`config.mk`:
```
export PLATFORM = sky130hd
export DESIGN_NAME = lsa_scan_scheduler_flat
export DESIGN_NICKNAME = d
export VERILOG_FILES = /design/src/rtl/lsa_scan_scheduler_if.sv /design/src/rtl/lsa_scan_scheduler.sv /design/src/flat_wrapper.sv
export SDC_FILE = /design/constraint.sdc
export NUM_CORES = 1
export LEC_CHECK = 0
export CAP_MARGIN = 10
export CELL_PAD_IN_SITES_DETAIL_PLACEMENT = 0
export CELL_PAD_IN_SITES_GLOBAL_PLACEMENT = 1
export CORE_AREA = 3 3 125 127
export DETAILED_ROUTE_END_ITERATION = 10
export DIE_AREA = 0 0 128 130
export MAX_ROUTING_LAYER = met4
export PLACE_DENSITY = 0.8
export SYNTH_ARGS = -nofsm -noshare
export SYNTH_HDL_FRONTEND = slang
export SYNTH_SLANG_ARGS = --single-unit
```
`constraint.sdc`:
```
create_clock -name clk -period 5.1 [get_ports clk]
set_input_delay 1.02 -clock clk [delete_from_list [all_inputs] [get_ports clk]]
set_output_delay 1.02 -clock clk [all_outputs]
set_load 0.005 [all_outputs]
```
`src/rtl/lsa_scan_scheduler_if.sv`:
```
// Bundle between the scan scheduler, the SPI ADC engine and the line-follow controller.
// The master modport is the scheduler side, the slave modport is its environment.
interface lsa_scan_scheduler_if #(
  parameter int NUM_CH = 4,
  parameter int DATA_W = 12
);
  logic                     enable;
  logic                     single_shot;
  logic [NUM_CH-1:0]        ch_mask;
  logic [DATA_W-1:0]        thresh;
  logic                     err_clr;
  logic                     conv_req;
  logic [2:0]               conv_ch;
  logic                     conv_ack;
  logic                     conv_done;
  logic [DATA_W-1:0]        conv_data;
  logic [NUM_CH*DATA_W-1:0] sample_out;
  logic [NUM_CH-1:0]        line_bits;
  logic                     frame_valid;
  logic                     busy;
  logic                     timeout_err;

  modport master (
    input  enable, single_shot, ch_mask, thresh, err_clr, conv_ack, conv_done, conv_data,
    output conv_req, conv_ch, sample_out, line_bits, frame_valid, busy, timeout_err
  );

  modport slave (
    output enable, single_shot, ch_mask, thresh, err_clr, conv_ack, conv_done, conv_data,
    input  conv_req, conv_ch, sample_out, line_bits, frame_valid, busy, timeout_err
  );
endinterface

```
`src/rtl/lsa_scan_scheduler.sv`:
```
// Walks the latched channel mask one ADC conversion at a time into a shadow bank, then
// commits the bank plus thresholded line bits as one coherent frame.
module lsa_scan_scheduler #(
  parameter int NUM_CH      = 4,
  parameter int DATA_W      = 12,
  parameter int SCAN_GAP    = 16,
  parameter int TIMEOUT_CYC = 255
) (
  input logic clk,
  input logic rst,
  lsa_scan_scheduler_if.master bus
);
  localparam logic [2:0] S_IDLE   = 3'd0;
  localparam logic [2:0] S_SELECT = 3'd1;
  localparam logic [2:0] S_REQ    = 3'd2;
  localparam logic [2:0] S_WAIT   = 3'd3;
  localparam logic [2:0] S_GAP    = 3'd4;

  localparam int TO_W  = (TIMEOUT_CYC > 1) ? $clog2(TIMEOUT_CYC) : 1;
  localparam int GAP_W = (SCAN_GAP > 1) ? $clog2(SCAN_GAP) : 1;
  localparam logic [31:0] TO_LAST  = 32'(TIMEOUT_CYC - 1);
  localparam logic [31:0] GAP_LAST = (SCAN_GAP > 0) ? 32'(SCAN_GAP - 1) : 32'd0;

  logic [2:0]                          state_q, state_d;
  logic [NUM_CH-1:0]                   frame_mask_q, frame_mask_d;
  logic [NUM_CH-1:0]                   serviced_q, serviced_d;
  logic [2:0]                          conv_ch_q, conv_ch_d;
  logic [TO_W-1:0]                     to_cnt_q, to_cnt_d;
  logic [GAP_W-1:0]                    gap_cnt_q, gap_cnt_d;
  logic [NUM_CH-1:0][DATA_W-1:0]       shadow_q, shadow_d;
  logic [NUM_CH-1:0][DATA_W-1:0]       sample_q, sample_d;
  logic [NUM_CH-1:0]                   line_q, line_d;
  logic                                fv_q, fv_d;
  logic                                err_q, err_d;

  logic [NUM_CH-1:0] pend;
  logic              pick_vld;
  logic [2:0]        pick_ch;
  logic              capture;
  logic              to_set;

  // Lowest-index channel of this frame that has not had its turn yet.
  always_comb begin
    pend     = frame_mask_q & ~serviced_q;
    pick_vld = |pend;
    pick_ch  = 3'd0;
    for (int i = NUM_CH - 1; i >= 0; i--) begin
      if (pend[i]) pick_ch = 3'(i);
    end
  end

  always_comb begin
    state_d      = state_q;
    frame_mask_d = frame_mask_q;
    serviced_d   = serviced_q;
    conv_ch_d    = conv_ch_q;
    to_cnt_d     = to_cnt_q;
    gap_cnt_d    = gap_cnt_q;
    shadow_d     = shadow_q;
    sample_d     = sample_q;
    line_d       = line_q;
    fv_d         = 1'b0;
    capture      = 1'b0;
    to_set       = 1'b0;

    case (state_q)
      S_IDLE: begin
        if ((bus.single_shot || bus.enable) && (|bus.ch_mask)) begin
          frame_mask_d = bus.ch_mask;
          serviced_d   = '0;
          state_d      = S_SELECT;
        end
      end
      S_SELECT: begin
        if (pick_vld) begin
          conv_ch_d = pick_ch;
          for (int i = 0; i < NUM_CH; i++) begin
            if (3'(i) == pick_ch) serviced_d[i] = 1'b1;
          end
          state_d = S_REQ;
        end else begin
          // Commit: only channels scanned in this frame move; thresh is taken now.
          for (int i = 0; i < NUM_CH; i++) begin
            if (frame_mask_q[i]) begin
              sample_d[i] = shadow_q[i];
              line_d[i]   = (shadow_q[i] >= bus.thresh);
            end
          end
          fv_d      = 1'b1;
          gap_cnt_d = '0;
          state_d   = (bus.enable && (SCAN_GAP > 0)) ? S_GAP : S_IDLE;
        end
      end
      S_REQ: begin
        if (bus.conv_ack) begin
          to_cnt_d = '0;
          if (bus.conv_done) begin
            capture = 1'b1;
            state_d = S_SELECT;
          end else begin
            state_d = S_WAIT;
          end
        end
      end
      S_WAIT: begin
        if (bus.conv_done) begin
          capture = 1'b1;
          state_d = S_SELECT;
        end else if (32'(to_cnt_q) == TO_LAST) begin
          to_set  = 1'b1;
          state_d = S_SELECT;
        end else begin
          to_cnt_d = to_cnt_q + TO_W'(1);
        end
      end
      S_GAP: begin
        if (32'(gap_cnt_q) == GAP_LAST) state_d = S_IDLE;
        else                            gap_cnt_d = gap_cnt_q + GAP_W'(1);
      end
      default: state_d = S_IDLE;
    endcase

    if (capture) begin
      for (int i = 0; i < NUM_CH; i++) begin
        if (3'(i) == conv_ch_q) shadow_d[i] = bus.conv_data;
      end
    end

    // A new timeout beats a simultaneous clear.
    err_d = to_set ? 1'b1 : (bus.err_clr ? 1'b0 : err_q);
  end

  always_ff @(posedge clk or posedge rst) begin
    if (rst) begin
      state_q      <= S_IDLE;
      frame_mask_q <= '0;
      serviced_q   <= '0;
      conv_ch_q    <= '0;
      to_cnt_q     <= '0;
      gap_cnt_q    <= '0;
      shadow_q     <= '0;
      sample_q     <= '0;
      line_q       <= '0;
      fv_q         <= 1'b0;
      err_q        <= 1'b0;
    end else begin
      state_q      <= state_d;
      frame_mask_q <= frame_mask_d;
      serviced_q   <= serviced_d;
      conv_ch_q    <= conv_ch_d;
      to_cnt_q     <= to_cnt_d;
      gap_cnt_q    <= gap_cnt_d;
      shadow_q     <= shadow_d;
      sample_q     <= sample_d;
      line_q       <= line_d;
      fv_q         <= fv_d;
      err_q        <= err_d;
    end
  end

  // conv_req and busy decode the state directly so reset clears them without waiting for a clock.
  assign bus.conv_req    = (state_q == S_REQ);
  assign bus.busy        = (state_q != S_IDLE);
  assign bus.conv_ch     = conv_ch_q;
  assign bus.sample_out  = sample_q;
  assign bus.line_bits   = line_q;
  assign bus.frame_valid = fv_q;
  assign bus.timeout_err = err_q;
endmodule

```
`src/flat_wrapper.sv`:
```
// flat-port wrapper written by rule: the top's interface ports become plain ports
module lsa_scan_scheduler_flat 
#(
  parameter int NUM_CH      = 4,
  parameter int DATA_W      = 12,
  parameter int SCAN_GAP    = 16,
  parameter int TIMEOUT_CYC = 255
)
  (clk, rst, bus_enable, bus_single_shot, bus_ch_mask, bus_thresh, bus_err_clr, bus_conv_ack, bus_conv_done, bus_conv_data, bus_conv_req, bus_conv_ch, bus_sample_out, bus_line_bits, bus_frame_valid, bus_busy, bus_timeout_err);
  lsa_scan_scheduler_if #(.NUM_CH(NUM_CH), .DATA_W(DATA_W)) bus_i ();
  input logic clk;
  input logic rst;
  input wire logic [$bits(bus_i.enable)-1:0] bus_enable;
  input wire logic [$bits(bus_i.single_shot)-1:0] bus_single_shot;
  input wire logic [$bits(bus_i.ch_mask)-1:0] bus_ch_mask;
  input wire logic [$bits(bus_i.thresh)-1:0] bus_thresh;
  input wire logic [$bits(bus_i.err_clr)-1:0] bus_err_clr;
  input wire logic [$bits(bus_i.conv_ack)-1:0] bus_conv_ack;
  input wire logic [$bits(bus_i.conv_done)-1:0] bus_conv_done;
  input wire logic [$bits(bus_i.conv_data)-1:0] bus_conv_data;
  output wire logic [$bits(bus_i.conv_req)-1:0] bus_conv_req;
  output wire logic [$bits(bus_i.conv_ch)-1:0] bus_conv_ch;
  output wire logic [$bits(bus_i.sample_out)-1:0] bus_sample_out;
  output wire logic [$bits(bus_i.line_bits)-1:0] bus_line_bits;
  output wire logic [$bits(bus_i.frame_valid)-1:0] bus_frame_valid;
  output wire logic [$bits(bus_i.busy)-1:0] bus_busy;
  output wire logic [$bits(bus_i.timeout_err)-1:0] bus_timeout_err;
  assign bus_i.enable = bus_enable;
  assign bus_i.single_shot = bus_single_shot;
  assign bus_i.ch_mask = bus_ch_mask;
  assign bus_i.thresh = bus_thresh;
  assign bus_i.err_clr = bus_err_clr;
  assign bus_i.conv_ack = bus_conv_ack;
  assign bus_i.conv_done = bus_conv_done;
  assign bus_i.conv_data = bus_conv_data;
  assign bus_conv_req = bus_i.conv_req;
  assign bus_conv_ch = bus_i.conv_ch;
  assign bus_sample_out = bus_i.sample_out;
  assign bus_line_bits = bus_i.line_bits;
  assign bus_frame_valid = bus_i.frame_valid;
  assign bus_busy = bus_i.busy;
  assign bus_timeout_err = bus_i.timeout_err;
  lsa_scan_scheduler #(.NUM_CH(NUM_CH), .DATA_W(DATA_W), .SCAN_GAP(SCAN_GAP), .TIMEOUT_CYC(TIMEOUT_CYC)) u_core (.clk(clk), .rst(rst), .bus(bus_i));
endmodule
```
After elaboration in Yosys (flattened, before gate mapping)
Index checks and enable logic that the tools add are counted.

word-level totals
  register bits after elaboration = 128
  latch bits = 0
  bits in writable memories = 0
  ROM bits = 0
  input bits = 35
  output and inout bits = 59
  word-level logic and storage cells = 123
  memories kept = 0

operators by class
  add/subtract/negate cells = 2
  multipliers = 0
  div/mod/pow operators = 0
  magnitude comparators = 4
  equality and inequality tests = 25
  shift-type cells = 0
  mux-type cells = 37
  bitwise gates (word level) = 3
  reductions and logical operators = 29

operators with widths
  cell                                                    count
  greater-or-equal comparator 12 bit                      4
  2-to-1 mux 3 bit                                        10
  2-to-1 mux 8 bit                                        3
  AND reduction 4 bit                                     6
  2-to-1 mux 4 bit                                        4
  one-hot mux 4 bit (2 select lines)                      2
  one-hot mux 8 bit (2 select lines)                      1
  one-hot mux 3 bit (5 select lines)                      1
  AND reduction 3 bit                                     5
  inequality test 2 x 1 -> 1 bit (second input constant)  7
  2-to-1 mux 1 bit                                        13
  == test 2 x 3 -> 1 bit (first input constant)           4
  AND reduction 2 bit                                     6
  inequality test 2 bit (second input constant)           5
  zero test 3 bit                                         3
  adder 8 x 1 -> 8 bit (second input constant)            1
  == test 8 bit (second input constant)                   1
  nonzero test 2 bit                                      4
  OR reduction 4 bit                                      2
  == test 1 x 3 -> 1 bit (first input constant)           2
  == test 3 x 2 -> 1 bit (second input constant)          2
  adder 4 x 1 -> 4 bit (second input constant)            1
  AND 4 bit                                               1
  == test 4 bit (second input constant)                   1
  other kinds (10)                                        11

Longest topological paths before layout
Gate-level depths: netlist of run 1.

  depth in word-level cells = 10
  gate-level depth with buffers = 7
  mapped depth without buffers = 6

Worst setup path before layout of run 1
Ideal clock, no wire load.

  path kind = in2reg
  from = input bus_thresh[9]
  to = register u_core.line_q[3], in the netlist u_core.bus.line_bits[3]
  setup time = 134 ps
  data arrival time = 2164 ps
  data required time = 4966 ps
  slack = 2802 ps
  cell stages on the path = 6
  path buffers = 0
  cell sequence = inv_1 ha_1 and4_1 nor3b_1 a2111oi_0 a21oi_1

between the ends
  word-level cells in the longest chain between the ends = 1

ends and longest elaborated chain
  element                             RTL line                   text
  start, declared                     flat_wrapper.sv:16         input wire logic [$bits(bus_i.thresh)-1:0] bus_thresh;
  greater-or-equal comparator 12 bit  lsa_scan_scheduler.sv:86   line_d[i] = (shadow_q[i] >= bus.thresh);
  end signal, assigned                lsa_scan_scheduler.sv:155  line_q <= line_d;
  end, declared                       lsa_scan_scheduler.sv:32   logic [NUM_CH-1:0] line_q, line_d;

Every way passes these cells.
A chain may end at the register's enable or synchronous reset.

Worst setup path after layout of run 1
  from = register u_core.state_q[0]
  to = output bus_busy

between the ends
  word-level cells in the longest chain between the ends = 1

ends and longest elaborated chain
  element                 RTL line                   text
  start, declared         lsa_scan_scheduler.sv:24   logic [2:0] state_q, state_d;
  start signal, assigned  lsa_scan_scheduler.sv:147  state_q <= state_d;
  nonzero test 3 bit      lsa_scan_scheduler.sv:163  assign bus.busy = (state_q != S_IDLE);
  end, declared           flat_wrapper.sv:26         output wire logic [$bits(bus_i.busy)-1:0] bus_busy;

Every way passes these cells.

==> results by stage, run 1 <==
Outcome:
- The run finished with clean final reports.

Power and ir drop:
- The leakage dissipation is 3.67 nW.
- The peak ir drop on the vdd network is 0.291 mV.
- The total power divided by cell area is 580 nW/um2.
- The completed layout was analyzed and its total power is 4.62 mW.

STA:
- The clock period minus final worst setup slack is about 2800 ps.
- For the final database, setup skew stands at roughly 9.5 ps.
- The final-report hold violation count is 0.
- The least setup slack across all paths after layout is 2260 ps.
- The worst-case hold slack is 491 ps.
- The number of pins with negative max-slew slack in the final report is 0.
- Dividing the final minimum period by the clock period gives 0.557.
- The maximum achievable frequency is between 0.3 and 0.4 GHz.
- At the pin with the least slew margin, the transition time is 1080 ps.
- Measured against its own limit, the worst slew margin works out to 0.273.
- For the final routed database, the setup TNS stands at 0 ps.
- Setup repair after global routing left no endpoint under its margin.
- Setup violations remaining at the end of the flow were counted as 0.

Global routing:
- Entering global routing, the biggest net connects 71 pins.
- For met2 alone, demand over resource in global routing was 0.299.
- For met3 alone, demand over resource in global routing was 0.0385.
- The routing layer with the top usage in global route is met2.
- The met1 demand-to-capacity share in global routing is 0.256.
- The total overflow left after global routing is 0.
- The number of antenna violations at the first check in global routing is 0.
- The overall fraction of global-route tracks in use is 0.192.
- The global-route wire length before repair is 23.9 mm.
- The number of global-route vias before repair came to around 4.5k.

Route:
- The post-route DRC violation count is 0.
- The mean number of vias per cell is about 5.5.
- For this block, the via count after detailed routing is between 4k and 5k.
- The average wire per standard cell is 18.7 um.
- The detailed-route wire length is 14.8 mm.
- The pre-antenna-repair detailed-routing pass consisted of 4 iterations.
- The number of violations reported at the end of detailed-routing iteration 0 is 175.
- The number of antenna-violating nets in the routed design is 0.

Synth:
- The fraction of post-synthesis cell area in the top cell type by area is 0.497.
- The synthesized net count is 586.
- The post-synthesis compound-gate area fraction is 0.0726.
- By area the synthesized netlist is led by sky130_fd_sc_hd__dfrtp_1 (50%), sky130_fd_sc_hd__mux2_2 (14%), sky130_fd_sc_hd__ha_1 (10%).
- In this run, distinct cell masters in the synthesized netlist total 50.
- Each instance of the synthesized netlist takes up on average about 13 um2.
- The area share of fa/ha/maj cells after synthesis is 0.0998.
- The library cell with the highest instance count after synthesis is sky130_fd_sc_hd__dfrtp_1.
- The share of the Yosys chip area taken by registers is 0.497.
- The post-synthesis instance area is 6390 um2.
- After synthesis, the share of cell area in mux cells is 0.183.
- In the synthesized netlist, the cells that appear most often are sky130_fd_sc_hd__dfrtp_1 (127), sky130_fd_sc_hd__mux2_2 (80), sky130_fd_sc_hd__ha_1 (51).
- The most used flip-flop cell after synthesis is sky130_fd_sc_hd__dfrtp_1.
- Of all flip-flops after synthesis, the portion carrying an async set or reset was 1.00.
- The number of instances in the synthesized netlist is 500.
- The Yosys step of the flow raised 0 warnings.
- The number of flops mapped to enable cells by yosys is 0.
- The synthesized flop and latch total is approximately 130.
- By area, the combinational part of the netlist is dominated by multiplexers.
- The share of synthesized cell area in and, or, nand and nor gates is 0.103.
- The xor and xnor area share after synthesis is 0.00822.
- The largest total area in the synthesized netlist belongs to sky130_fd_sc_hd__dfrtp_1.

Worst setup path:
- Setup slack on the worst reg-to-reg path comes out at 2720 ps.
- In this run the critical register-to-register path is launched from u_core.state_q[1]$_DFFE_PP0P_.
- The required time of the worst setup path is 4080 ps.
- The critical path class is reg2out.
- The critical path capture point type is an output port.
- The start point of the critical path is u_core.state_q[0]$_DFFE_PP0P_.
- Among all stages on the critical path, the largest delay is contributed by sky130_fd_sc_hd__dfrtp_1.
- The top fanout value on the critical path is 11.
- The family with the most delay on the worst path is flip-flops.
- In this design, the stage delay of the slowest critical-path cell is 510 ps.
- The terminus of the critical flop-to-flop path is u_core.shadow_q[0]$_DFFE_PP0P_.
- The startpoint type of the worst setup path is a flip-flop.
- Together, buffers and inverters on the worst path number 1.
- The signal on the critical path passes through or3_4 > clkdlybuf4s50_1.
- The logic depth of the worst register-to-register path is 4.
- STA puts the critical path data arrival time at 1820 ps.

Clock network:
- The maximum buffer depth of the clock tree is 2.
- Once the clock tree was built, the setup fixing pass inserted 0 buffers.
- Counting every sink on the clock net gives between 100 and 150.
- The TritonCTS clock tree is built.
- After clock tree synthesis, the flow added hold-fix buffers numbering 0.
- The source-to-sink clock delay at the later pin of the worst-skew pair is 410 ps.
- After clock tree synthesis, the clock-pin slew on the worst setup and hold paths is 50 ps.
- The root buffer cell chosen for the clock tree is sky130_fd_sc_hd__clkbuf_16.
- Once the clock tree was built, the resizer swapped 0 gates to a different size.
- The total clock buffers created by CTS is 17.
- CTS built an H-tree with a depth of 4.

Placed design:
- The worst setup timing slack at the placement stage is slightly below 2000 ps.
- The HPWL after detailed placement is between 10 and 15 mm.
- Summing all placed instances gives a cell area of 7440 um2.
- At the end of routability-driven placement, the weighted congestion stood at 0.796.
- In this run the tool buffered the top-level ports with just over 90 buffer cells.
- After detailed placement, the design holds a cell count of 764.

Die:
- For this configuration, the core starts out at a cell density of 0.440.
- The placeable core region is 14500 um2.
- During I/O placement, the number of pins put on the boundary was 94.
- The floorplan die height is 130 um.
- The full die area is approximately 17000 um2.
- In this run the core area contains 44 standard-cell rows.
- The floorplan step set the die width to 128 um.

Finish:
- Fill cells in the final layout number 1247.
- The area of the multi-input gates is ~3000 um2.
- In the final layout, the share of cells above drive strength 1 is 0.241.
- The sequential standard cell area is between 3000 and 4000 um2.
- The area growth from synthesis to layout is 24.6%.
- The post-route cell area is 7970 um2.
- 0 antenna diodes ended up in the layout.
- The number of nets at the end of the flow is 685.
- At the end of the flow the core is filled with cells to 0.548.
- The number of standard cells in the final layout excluding fillers is 794.

Flow run:
- The tool flagged a number of max-cap violations equal to 0.

Hold path:
- The worst hold path belongs to the class reg2reg.
- The endpoint of the worst hold path is u_core.serviced_q[0]$_DFFE_PP0P_.
- In this run the most critical hold path is launched from u_core.serviced_q[0]$_DFFE_PP0P_.
- The worst hold path was traced through 2 stages.
[worst max path at each step]
| stage | end | slack (ps) | cells after the start |
|---|---|---|---|
| floorplan | u_core.bus.conv_ch[0]$_DFFE_PP0P_ | 700 | 1 |
| global placement | u_core.shadow_q[0]$_DFFE_PP0P_ | 2020 | 4 |
| detailed placement | u_core.shadow_q[0]$_DFFE_PP0P_ | 1980 | 4 |
| CTS | bus_busy | 2240 | 2 |
| global route | bus_conv_req | 2170 | 3 |
| finish | bus_busy | 2260 | 2 |
[per-layer routing]
layer / vias up / wire length, um / part of all wire
met1: 2217 / 7060 / 0.48
met3: 16 / 419 / 0.028
met5: - / 0 / 0
met2: 78 / 7160 / 0.48
met4: 0 / 191 / 0.013
li1: 2040 / - / -
[state kept, by name, summed over array words and instances, names as in the netlist, 2 cells and up]
signal	count
u_core.bus.sample_out	48
u_core.to_cnt_q	8
u_core.shadow_q	48
u_core.bus.conv_ch	2
u_core.bus.line_bits	4
u_core.gap_cnt_q	4
u_core.frame_mask_q	4
u_core.state_q	3
u_core.serviced_q	4
[cells by family (layout without fill, tap and decap cells)]
group	after synthesis	count (layout)
AO/OA/AOI/OAI	73	73
flip-flops	127	127
other	1	1
multiplexers	98	98
XOR/XNOR	6	6
AND/OR/NAND/NOR	104	104
buffers and inverters	40	150
adder cells (fa/ha/maj)	51	51
[cell usage in the layout (no fill, tap or decap), drive strengths merged, types with 2 or more instances in the layout]
cell,netlist,layout
nor2,24,24
or3,4,4
ha,51,51
and3,4,4
nand3,15,15
and4,6,6
dfrtp,127,127
nor3,4,4
a31oi,5,5
clkdlybuf4s50,0,92
nand2b,5,5
o2111ai,2,2
clkbuf,2,23
a2111oi,2,2
buf,14,4
a21oi,21,21
a211oi,3,3
inv,24,24
clkinv,0,6
nor3b,9,9
o22ai,2,2
nand2,17,17
o211ai,5,5
mux2,98,98
o31ai,3,3
xor2,5,5
o21ai,18,18
nand4,8,8
and2,3,3
a221oi,4,4
a41oi,4,4
[layout make-up]
type,count,share of cell area
clock buffers,23,0.0612
clock inverters,7,0.00471
inverters,24,0.0116
multi-input cells,333,0.375
flip-flops and latches,127,0.399
well taps,184,0.0289
repair buffers,96,0.119
[power breakdown]
group	leakage, nW	switching, mW	internal (mW)
logic	1.78	0.704	1.01
registers	1.62	0.391	1.44
clock network	0.264	0.414	0.661
total	3.67	1.51	3.11
[worst register-to-register path, delay by kind of cell, from the launching register on]
kind,cells,cell delay [ps]
AO/OA/AOI/OAI,1,160
flip-flops,1,570
multiplexers,1,430
AND/OR/NAND/NOR,2,1100
Power figures use the tool's default switching activity.
==> run 2, diff against run 1 <==
==> constraint.sdc (replaced) <==
create_clock -name clk -period 2.7 [get_ports clk]
set_input_delay 0.54 -clock clk [delete_from_list [all_inputs] [get_ports clk]]
set_output_delay 0.54 -clock clk [all_outputs]
set_load 0.005 [all_outputs]
==> run 2 against run 1 <==
Effect of this change: non-clock buffer count is 2 higher; critical path type unchanged; via count is 0.23% higher; critical path depth unchanged.
==> results by stage, run 2 (synthesis results as in run 1) <==
Route:
- The routed length on met3 is 576 um (+37%).
- The routed wire length on met2 was 7.43 mm (+3.7%).
- The average wire per standard cell came to 19.0 um (+1.5%).
- The detailed-route wire length came to 15.1 mm (+2.1%).
- The number of violations reported at the end of detailed-routing iteration 0 came to 194 (+11%).
- The number of antenna-violating nets in the routed design is 0 (unchanged).
- The highest metal layer with signal wires is met4.
- The via count of the routed design was 4361 (+0.23%).
- The first-pass iteration count of the detailed router is 4 (unchanged).
- The routed length on met1 is 6.81 mm (-3.5%).
- The post-route DRC violation count is 0 (unchanged).
- The mean number of vias per cell is 5.46 (-0.27%).

Finish:
- In the layout the commonest cells are sky130_fd_sc_hd__dfrtp_1 (127), sky130_fd_sc_hd__clkdlybuf4s50_1 (92), sky130_fd_sc_hd__mux2_2 (80).
- The number of standard cells in the final layout excluding fillers is 798 (+0.50%).
- The number of antenna repair diodes is 0 (unchanged).
- The layout-stage area growth over the synthesis result is 26.3%.
- The ratio of cells with drive above 1 in the final layout is 0.246 (+0.00494).
- The number of nets at the end of the flow is 687 (+0.29%).
- Leaving out fill and tap cells, the most frequent cell in the layout is sky130_fd_sc_hd__dfrtp_1.
- The post-route cell area is 8080 um2 (+1.4%).
- The number of filler cells placed in the layout is 1225 (-1.8%).

Die:
- The overall die width was 128 um (unchanged).
- The effective utilization at floorplan was 0.440 (unchanged).
- The placeable core region is 14500 um2 (unchanged).
- The full die area is 16600 um2 (unchanged).
- The boundary pin count is 94 (unchanged).
- The floorplan die height came to 130 um (unchanged).
- The site row count is 44 (unchanged).

Clock network:
- The source-to-sink clock delay at the later pin of the worst-skew pair is 430 ps (+20 ps).
- The post-CTS setup repair buffer count is 0 (unchanged).
- The tree is rooted in a sky130_fd_sc_hd__clkbuf_16.
- The number of gates resized after cts is 0 (unchanged).
- The total clock buffers created by CTS came to 17 (unchanged).
- The clock transition at the registers of the reported paths is 60 ps (about the same).
- The CTS sink count is 127 (unchanged).
- The H-tree level count is 4 (unchanged).
- The count of hold buffers inserted by post-cts repair is 0 (unchanged).
- TritonCTS built the clock tree.
- The maximum buffer depth of the clock tree is 2 (unchanged).

Worst setup path:
- STA classifies the critical path endpoint as an output port.
- The start point of the critical path is u_core.state_q[0]$_DFFE_PP0P_.
- The logic depth of the worst register-to-register path came to 4 (unchanged).
- The terminus of the critical flop-to-flop path is u_core.bus.sample_out[1]$_DFFE_PP0P_.
- The worst register-to-register path begins at u_core.frame_mask_q[2]$_DFFE_PP0P_.
- The required time of the worst setup path is 2160 ps (-1920 ps).
- The startpoint type of the worst setup path is a flip-flop.
- The top fanout value on the critical path is 11 (unchanged).
- The worst setup path is of the reg2out kind.
- The arrival time at the worst endpoint is 1840 ps (+20 ps).
- The internal reg-to-reg setup slack was 560 ps (-2160 ps).

STA:
- The headroom to the max-slew limit is 0.625 (+0.352).
- The worst path in the final design needs a cycle of 2380 ps, including I/O delays and setup.
- The maximum achievable frequency is 0.421 GHz.
- The setup total negative slack was 0 ps (unchanged).
- The least setup slack across all paths after layout is 323 ps (-1930 ps).
- The number of pins with negative max-slew slack in the final report is 0 (unchanged).
- Setup repair after global routing left no endpoint under its margin.
- In the finished design, the share of the clock period the worst path needs comes to 0.880.
- The worst-case clock skew came to 11.8 ps (+2.30 ps).
- The final-report hold violation count was 0 (unchanged).
- The slew at the pin closest to its max-slew limit is 557 ps (-528 ps).
- The total of endpoints with negative setup slack in the final report was 0 (unchanged).

Global routing:
- The total congestion overflow after global routing came to 0 (unchanged).
- The number of antenna violations at the first check in global routing was 0 (unchanged).
- The global-route wire length before repair is 24.5 mm (+2.3%).
- The number of global-route vias before repair is 4606 (+3.2%).
- The largest net degree at the start of global routing is 64 (-9.9%).
- The overall fraction of global-route tracks in use was 0.199 (+0.00692).

Placed design:
- The worst setup timing slack at the placement stage came to 171 ps (-1810 ps).
- The final weighted congestion in routability-driven placement is 0.906 (+14%).
- The count of input and output buffers is 92 (unchanged).
- The HPWL after detailed placement is 11.0 mm (+2.2%).
- The number of cells after detailed placement is 766 (+0.26%).
- The standard cell area after detailed placement came to 7480 um2 (+0.55%).

Power and ir drop:
- The peak ir drop on the vdd network was 0.495 mV (+70%).
- The total power divided by cell area was 1120 nW/um2 (+93%).
- The leakage dissipation was 3.69 nW (+0.65%).
- The post-route total power is 9.03 mW (+95%).

Hold path:
- The path class of the tightest hold or removal check is in2async.

Outcome:
- The run finished with clean final reports.

Flow run:
- The number of max-cap violations is 0 (unchanged).
==> run 2: metal layers <==
metal  GRT usage  up-vias
met2       0.319      101
met3      0.0450       31
met1       0.247     2184
met5           -        -
li1            -     2045
met4      0.0774        0
==> run 2: critical path: stages, from the launching register on <==
cell and delay (ps):
sky130_fd_sc_hd__dfrtp_1 510, sky130_fd_sc_hd__or3_4 460, sky130_fd_sc_hd__clkdlybuf4s50_1 450
==> run 2: area by class of cell <==
cell class	instances	area (um2)	area share
multi-input combinational	333	2990	0.370
clock buffer	21	460	0.0570
timing repair buffer	98	991	0.123
sequential	127	3180	0.393
inverter	24	93.8	0.0116
tap	184	230	0.0285
clock inverter	11	133	0.0164
==> run 2: report_power, final <==
group	internal, mW	switching [mW]	total (mW)
Clock	1.41	0.857	2.27
Sequential	2.72	0.770	3.49
Combinational	1.92	1.35	3.27
==> run 2: worst max path at each step <==
stage	endpoint	slack (ps)	depth (start not counted)
global placement	u_core.bus.line_bits[3]$_DFFE_PP0P_	270	7
CTS	bus_busy	300	2
finish	bus_busy	320	2
global route	bus_conv_req	260	3
detailed placement	u_core.bus.line_bits[3]$_DFFE_PP0P_	170	7
floorplan	u_core.bus.conv_ch[0]$_DFFE_PP0P_	590	1
==> run 2: per-stage QoR <==
step / util / hold slack (ps)
6_report: 0.556 / 413
4_1_cts: 0.556 / 409
5_1_grt: 0.556 / 434
3_3_place_gp: 0.515 / 468
3_5_place_dp: 0.515 / 487
2_1_floorplan: - / 454
